===== config.mk =====
export PLATFORM = sky130hd
export DESIGN_NAME = pulse_transmitter_multi_timer
export DESIGN_NICKNAME = d
export VERILOG_FILES = /design/src/rtl/pulse_transmitter_pkg.sv /design/src/rtl/pulse_transmitter_timer_channel.sv /design/src/rtl/pulse_transmitter_multi_timer.sv
export SDC_FILE = /design/constraint.sdc
export NUM_CORES = 1
export LEC_CHECK = 0
export ABC_CLOCK_PERIOD_IN_PS = 2200
export CAP_MARGIN = 10
export CORE_MARGIN = 10
export CORE_UTILIZATION = 40
export CTS_CLUSTER_SIZE = 14
export DETAILED_ROUTE_END_ITERATION = 12
export PLACE_DENSITY = 0.64
export SETUP_SLACK_MARGIN = 0.1
export SYNTH_ARGS = -nofsm -noshare
export SYNTH_HDL_FRONTEND = slang
export SYNTH_SLANG_ARGS = --single-unit
export TNS_END_PERCENT = 5

===== constraint.sdc =====
create_clock -name clk -period 2.2 [get_ports clk]
set_input_delay 0.55 -clock clk [delete_from_list [all_inputs] [get_ports clk]]
set_output_delay 0.55 -clock clk [all_outputs]
set_load 0.02 [all_outputs]

===== src/rtl/pulse_transmitter_pkg.sv =====
// Shared definitions for the pulse-transmitter timer channels: mode and state
// encodings plus the prescaler-select width derivation.
package pulse_transmitter_pkg;

   localparam logic MODE_REPEAT  = 1'b0;
   localparam logic MODE_ONESHOT = 1'b1;

   typedef enum logic {
      ST_IDLE  = 1'b0,
      ST_COUNT = 1'b1
   } chan_state_t;

   // Bits needed to select any shift in 0..max_shift.
   function automatic int psw_of(input int max_shift);
      return $clog2(max_shift + 1);
   endfunction

endpackage


===== src/rtl/pulse_transmitter_timer_channel.sv =====
// One prescaled countdown channel: period is (duration+1) << prescaler cycles,
// one-shot or repeating, with the FSM state exposed for observation.
module pulse_transmitter_timer_channel
   import pulse_transmitter_pkg::*;
#(
   parameter int PRESCALER_WIDTH = 15,
   parameter int TIMER_WIDTH     = 8,
   parameter int PSW             = psw_of(PRESCALER_WIDTH)
) (
   input  logic                   clk,
   input  logic                   sys_rst_n,
   input  logic                   en,
   input  logic                   start,
   input  logic                   oneshot,
   input  logic [PSW-1:0]         prescaler,
   input  logic [TIMER_WIDTH-1:0] duration,
   output chan_state_t            state,
   output logic                   pulse_out
);

   localparam logic [PRESCALER_WIDTH-1:0] ONES    = '1;
   localparam logic [PSW-1:0]             SEL_MAX = PSW'(PRESCALER_WIDTH);

   logic [PSW-1:0]             sel_live;
   logic [PSW-1:0]             sel_q;
   logic [PRESCALER_WIDTH-1:0] pre_cnt;
   logic [TIMER_WIDTH-1:0]     main_cnt;
   logic                       mode_q;
   logic                       expire;

   assign sel_live = (prescaler > SEL_MAX) ? SEL_MAX : prescaler;
   assign expire   = (state == ST_COUNT) && (pre_cnt == '0) && (main_cnt == '0);

   // Restart and repeat-expiry share the load path; a start on the expiry
   // edge takes that path too but suppresses the pulse.
   always_ff @(posedge clk) begin
      if (!sys_rst_n || !en) begin
         state     <= ST_IDLE;
         pre_cnt   <= '0;
         main_cnt  <= '0;
         sel_q     <= '0;
         mode_q    <= MODE_REPEAT;
         pulse_out <= 1'b0;
      end else if (start || (expire && mode_q == MODE_REPEAT)) begin
         state     <= ST_COUNT;
         main_cnt  <= duration;
         sel_q     <= sel_live;
         pre_cnt   <= ~(ONES << sel_live);
         mode_q    <= oneshot;
         pulse_out <= expire && !start;
      end else if (expire) begin
         state     <= ST_IDLE;
         pulse_out <= 1'b1;
      end else begin
         pulse_out <= 1'b0;
         if (state == ST_COUNT) begin
            if (pre_cnt == '0) begin
               main_cnt <= main_cnt - 1'b1;
               pre_cnt  <= ~(ONES << sel_q);
            end else begin
               pre_cnt <= pre_cnt - 1'b1;
            end
         end
      end
   end

endmodule


===== src/rtl/pulse_transmitter_multi_timer.sv =====
// Array of independent prescaled countdown timers fed by packed per-channel
// parameter buses; busy is taken straight from each channel's state register.
module pulse_transmitter_multi_timer
   import pulse_transmitter_pkg::*;
#(
   parameter int NUM_CHANNELS    = 2,
   parameter int PRESCALER_WIDTH = 15,
   parameter int TIMER_WIDTH     = 8,
   localparam int PSW            = psw_of(PRESCALER_WIDTH)
) (
   input  logic                                clk,
   input  logic                                sys_rst_n,
   input  logic [NUM_CHANNELS-1:0]             en,
   input  logic [NUM_CHANNELS-1:0]             start,
   input  logic [NUM_CHANNELS-1:0]             oneshot,
   input  logic [NUM_CHANNELS*PSW-1:0]         prescaler,
   input  logic [NUM_CHANNELS*TIMER_WIDTH-1:0] duration,
   output logic [NUM_CHANNELS-1:0]             busy,
   output logic [NUM_CHANNELS-1:0]             pulse_out
);

   chan_state_t ch_state [NUM_CHANNELS];

   for (genvar i = 0; i < NUM_CHANNELS; i++) begin : g_ch
      pulse_transmitter_timer_channel #(
         .PRESCALER_WIDTH (PRESCALER_WIDTH),
         .TIMER_WIDTH     (TIMER_WIDTH),
         .PSW             (PSW)
      ) u_channel (
         .clk       (clk),
         .sys_rst_n (sys_rst_n),
         .en        (en[i]),
         .start     (start[i]),
         .oneshot   (oneshot[i]),
         .prescaler (prescaler[i*PSW +: PSW]),
         .duration  (duration[i*TIMER_WIDTH +: TIMER_WIDTH]),
         .state     (ch_state[i]),
         .pulse_out (pulse_out[i])
      );

      assign busy[i] = (ch_state[i] == ST_COUNT);
   end

endmodule

After elaboration in Yosys (flattened, before gate mapping)
Cells that the tools add are included.

word-level totals
  bits in registers = 60
  memory bits (writable) = 0
  ROM bits = 0
  bits in latches = 0
  input port bits = 32
  word-level logic and storage cells = 87
  memories = 0

cells by class
  bitwise operators = 6
  $lt $le $gt $ge = 2
  shift-type cells = 4
  reductions and logical operators = 31
  mux-type cells = 26
  $mul = 0
  add/subtract/negate cells = 4
  eq/ne operators = 2
  divide/modulo/power cells = 0

operators with widths
  operator               number
  $mux 15                8
  $mux 8                 8
  $not 15->15            4
  $shl 15x4->15 const A  4
  $logic_not 15->1       2
  $sub 15x1->15 const B  2
  $logic_not 8->1        2
  $sub 8x1->8 const B    2
  $reduce_bool 2->1      6
  $gt 4x4->1 const B     2
  $logic_and 1x1->1      8
  $mux 1                 8
  $mux 4                 2
  $reduce_and 3->1       2
  $logic_not 1->1        5
  $logic_or 1x1->1       4
  $ne 2x2->1 const B     2
  $reduce_and 2->1       2
  $not 1->1              2

Longest topological paths before layout
  depth after elaboration = 7
  depth in mapped cells = 9
  depth with buffers taken out = 7

Cells and area by module
A second synthesis with hierarchy kept.

second synthesis, totals
  cells, all modules = 518
  area total of the unflattened synthesis = 3981.3 um2

modules (own cells, without submodules)
  module                           times used  seq. area each (um2)  area an instance (um2)  cells each
  pulse_transmitter_timer_channel  2           600.6                 1990.7                  259

Least setup slack after synthesis
OpenSTA, ideal clock, no wires.

  path type = register -> register
  from = register g_ch[0].u_channel.pre_cnt[0]
  to = register g_ch[0].u_channel.main_cnt[2]
  cell stages (with the launch flop) = 10
  library setup time = 0.079 ns
  data arrival time = 2.156 ns
  path buffers = 2
  data required time = 2.121 ns
  path slack = -0.035 ns
  cell sequence = dfxtp_1 inv_1 ha_1 or3b_2 buf_6 nor4_4 buf_6 nand2_2 xor2_1 a211oi_2

on the way
  cells in the longest elaborated chain, start to end = 7
  elaborated cells between the ends (all ways) = 10

ends and longest elaborated chain
  element                                                           RTL line                                                                      source
  start: declaration                                                pulse_transmitter_timer_channel.sv:26                                         logic [PRESCALER_WIDTH-1:0] pre_cnt;
  start signal: assignment                                          pulse_transmitter_timer_channel.sv:48                                         pre_cnt <= ~(ONES << sel_live);
  start signal: assignment                                          pulse_transmitter_timer_channel.sv:59                                         pre_cnt <= ~(ONES << sel_q);
  start signal: assignment                                          pulse_transmitter_timer_channel.sv:61                                         pre_cnt <= pre_cnt - 1'b1;
  $logic_not 15->1 (*)                                              pulse_transmitter_timer_channel.sv:32, pulse_transmitter_timer_channel.sv:57
  $logic_and 1x1->1 (2 in a row)                                    pulse_transmitter_timer_channel.sv:32                                         assign expire = (state == ST_COUNT) && (pre_cnt == '0) && (main_cnt == '0);
  $logic_and 1x1->1                                                 pulse_transmitter_timer_channel.sv:44                                         end else if (start || (expire && mode_q == MODE_REPEAT)) begin
  $logic_or 1x1->1                                                  pulse_transmitter_timer_channel.sv:44
  $ne 2x2->1 (no source line) or $reduce_bool 2->1 (tied branches)  -
  $reduce_and 3->1 (no source line)                                 -
  end signal: assignment                                            pulse_transmitter_timer_channel.sv:46                                         main_cnt <= duration;
  end signal: assignment                                            pulse_transmitter_timer_channel.sv:58                                         main_cnt <= main_cnt - 1'b1;
  end: declaration                                                  pulse_transmitter_timer_channel.sv:27                                         logic [TIMER_WIDTH-1:0] main_cnt;

Mark *: on every way between the ends. The rest lies on a longest branch, timed or not.
A chain may end at the register's enable or synchronous reset.

Worst setup path in the final report
  from = register g_ch[1].u_channel.state
  to = output port busy[1]

RTL lines
  element                   RTL line                               source
  start: declaration        pulse_transmitter_timer_channel.sv:17  output chan_state_t state,
  start signal: assignment  pulse_transmitter_timer_channel.sv:38  state <= ST_IDLE;
  start signal: assignment  pulse_transmitter_timer_channel.sv:45  state <= ST_COUNT;
  start signal: assignment  pulse_transmitter_timer_channel.sv:52  state <= ST_IDLE;
  end: declaration          pulse_transmitter_multi_timer.sv:18    output logic [NUM_CHANNELS-1:0] busy,

No word-level cell between the ends.

==> flow_summary.toml <==
[critical_path]
worstPathMaxFanout = 12
critPathBufInv = 2
critical_path.top_delay_family = "buffers and inverters"
slowest_stage = "clkdlybuf4s50_1"
ff2ff_setup_slack_ns = 0.11
cpPeakStageDelay_ns = 0.64
startpoint_type = "flop"
worstReg2RegStart = "g_ch[0].u_channel.pre_cnt[11]$_SDFFE_PP0P_"
endpoint_kind = "output port"
required_ns = 1.65
reg2reg_to = "g_ch[0].u_channel.pre_cnt[8]$_SDFFE_PP0P_"
path_cells = "buf_4 > clkdlybuf4s50_1"
r2r_cells = 7
crit_type = "reg -> out"
cp.arrival_ns = 1.54

[cells_and_area]
drive_above_1_share_pct = 25.83
fill_cells = 956
final_nets = 664
final_core_util_pct = 53.90
fin_area_sq_mm = 0.005539
diodes = 0
areaGrowthSynthToFinish_pct = 31.91

[sta]
fmax_mhz = 477.7
min_period_over_period_pct = 95.16
finalCriticalPeriod_ns = 2.094
slew_viol_final = 0
finalHoldViolCount = 0
skew_ns = 0.01070
slew_headroom_pct = 48.72
worstMarginPinSlew_ns = 0.7622
rsz0062_at_grt = "yes"
setup_viol_count_final = 0
holdWs_ns = 0.5531
timing.final.ws_setup_ns = 0.1065

[clocking]
worstSkewPairLatency_ns = 0.35
clockBufferDepth = 2
cts-root-buf = "clkbuf_8"
clock-sinks = 60
htreeDepth = 3
clk_pin_slew_ns = 0.07
cts_tree = "built"
numCtsBuffers = 9

[global_routing]
grt.overflow.total = 0
grt_max_degree = 24
grt_pass1_vias = 4490
grt_pass1_wl_microns = 21670
track_usage_pct = 17.60
antenna_found_initial = 0

[worst_hold_path]
min_to = "g_ch[1].u_channel.pre_cnt[7]$_SDFFE_PP0P_"
min_path_cells = 2
hold_path_class = "reg -> reg"
min_from = "g_ch[1].u_channel.pre_cnt[7]$_SDFFE_PP0P_"

[synthesis]
synth-edff-count = 0
avgSynthCellArea_sq_um = 7.878
synth_nets = 571
ys_seq_area_share_pct = 28.61
synthCells = 533
synthesis.area_sq_mm = 0.004199
synthFlopType = "dfxtp_1"
postSynth.asyncResetShare_pct = 0
ys_warn_count = 0
synth.distinct_cells = 69
yosys_register_bits = 60

[detailed_routing]
top_layer = "met4"
drtAntennaViolNets = 0
drt-met1-wl_microns = 5612
via_per_inst = 5.996
drt-wirelength-per-cell_microns = 17.61
wl_met3_microns = 887
drt_pre_antenna_iters = 6
drtIter0Drc = 395
vias = 4599
route.detailed.drc = 0
dr_wl_met2_microns = 6590
wl_microns = 13510

[run_status]
status = "complete, no violations"

[power_and_ir_drop]
peakVddDrop_uv = 319.3
p_per_area_mw_per_mm2 = 589.2
leakagePower_nw = 2.029

[place]
detailed_place_hpwl_microns = 9625
dpl_worst_slack_ns = -0.02849
placed_area_sq_mm = 0.005097
gp_congestion = 0.9497
place.port_buffers = 35

[die]
rows = 37
fp.dieH_microns = 122.5
fp.coreArea_sq_mm = 0.01028
fp.dieArea_sq_mm = 0.01500
die-width_microns = 122.5
initial_utilization_pct = 40.86
ios = 36

[job]
cap_viol_max_count = 0
==> power breakdown <==
part           switching (W)  leakage (nW)  internal (W)
Combinational       0.000540          1.44      0.000491
Clock               0.000450         0.102      0.000581
Sequential         0.0000660         0.491       0.00114
==> per-stage QoR <==
step	TNS (ns)	total power, W	cells
4_1_cts	0	0.003211	761
3_5_place_dp	-0.03678	0.002143	739
3_3_place_gp	-0.03257	0.002137	739
6_report	0	0.003264	767
5_1_grt	0	0.003423	767
2_1_floorplan	0	0.001794	533
==> per-layer routing <==
| metal | vias up | GRT usage, % |
|---|---|---|
| met5 | - | 0 |
| met4 | 0 | 8.837 |
| met3 | 37 | 4.224 |
| met2 | 179 | 29.27 |
| met1 | 2168 | 20.78 |
| li1 | 2215 | - |
==> cell usage in the layout, fill, tap and decap left out, types with 7 or more instances in the layout <==
cell type / n
a21oi_1: 46
nor3_1: 22
buf_4: 92
o31ai_1: 8
xor2_1: 14
nand4_1: 16
nand2_1: 52
o211ai_1: 8
nor2_1: 30
nor4_1: 14
a31oi_1: 17
clkbuf_8: 11
a211oi_1: 13
nand3_1: 21
xnor2_1: 7
dfxtp_1: 58
inv_1: 13
o21ai_0: 29
clkdlybuf4s50_1: 35
==> worst max path at each step <==
| stage | from | end | slack [ns] | depth (start not counted) |
|---|---|---|---|---|
| floorplan | g_ch[0].u_channel.pre_cnt[0]$_SDFFE_PP0P_ | g_ch[0].u_channel.main_cnt[2]$_SDFFE_PP0P_ | 0.1 | 9 |
| global placement | g_ch[0].u_channel.pre_cnt[0]$_SDFFE_PP0P_ | g_ch[0].u_channel.pre_cnt[14]$_SDFFE_PP0P_ | -0.03 | 10 |
| detailed placement | g_ch[0].u_channel.pre_cnt[0]$_SDFFE_PP0P_ | g_ch[0].u_channel.pre_cnt[4]$_SDFFE_PP0P_ | -0.03 | 11 |
| CTS | g_ch[0].u_channel.pre_cnt[0]$_SDFFE_PP0P_ | g_ch[0].u_channel.pre_cnt[8]$_SDFFE_PP0P_ | 0.05 | 9 |
| global route | g_ch[1].u_channel.pre_cnt[0]$_SDFFE_PP0P_ | g_ch[1].u_channel.pre_cnt[11]$_SDFFE_PP0P_ | 0.006 | 8 |
| finish | g_ch[1].u_channel.state$_SDFFE_PP0P_ | busy[1] | 0.11 | 2 |
==> logic make-up after synthesis <==
group	synth area share, %
adder cells (fa/ha/maj)	1.788
multiplexers	1.520
AO/OA/AOI/OAI	28.19
buffers and inverters	8.194
XOR/XNOR	4.380
flip-flops	28.61
AND/OR/NAND/NOR	27.32
==> synthesized netlist by cell type (all sizes together) (5+ instances only) <==
| cell type | count | area, sq um |
|---|---|---|
| a31oi | 17 | 106.4 |
| a21oi | 49 | 245.2 |
| o21ai | 30 | 150.1 |
| xor2 | 14 | 122.6 |
| ha | 6 | 75.07 |
| nand2 | 55 | 209.0 |
| dfxtp | 60 | 1201 |
| a211oi | 14 | 110.1 |
| o41ai | 5 | 43.79 |
| inv | 14 | 52.55 |
| a211o | 5 | 43.79 |
| nor4 | 21 | 206.5 |
| clkbuf | 28 | 116.4 |
| xnor2 | 7 | 61.31 |
| buf | 21 | 165.2 |
| nand4 | 17 | 121.4 |
| a2111oi | 7 | 76.33 |
| nor3 | 25 | 130.1 |
| o31ai | 10 | 80.07 |
| or4 | 8 | 67.56 |
| nand3 | 21 | 105.1 |
| nor2 | 30 | 112.6 |
| o211ai | 8 | 60.06 |
==> registers in the layout (all words and copies together), names as in the netlist <==
signal,cells
g_ch.u_channel.pre_cnt,30
g_ch.u_channel.pulse_out,2
g_ch.u_channel.sel_q,8
g_ch.u_channel.main_cnt,16
g_ch.u_channel.mode_q,2
g_ch.u_channel.state,2
==> worst reg2reg max path: cells and delay by family (launching register included) <==
kind            cells  cell delay (ns)
compound gates      3             0.52
flops               1             0.32
simple gates        2             0.82
buf+inv             2             0.33
==> layout make-up <==
type | instances | area [sq um] | area share (%)
timing repair buffer | 132 | 1115 | 20.13
inverter | 14 | 52.55 | 0.9487
tap | 136 | 170.2 | 3.072
multi-input combinational | 409 | 2795 | 50.46
sequential | 60 | 1204 | 21.73
clock buffer | 12 | 155.1 | 2.801
clock inverter | 4 | 47.55 | 0.8584
==> timing repair <==
action | CTS | global route
setup endpoints to repair | 33 | 57
gates resized for setup | 5 | 30
setup buffers | 6 | 6
hold buffers | 0 | 0
pin swaps | 1 | 8
endpoints found under the hold margin | 0 | 0
Power figures use the tool's default switching activity.
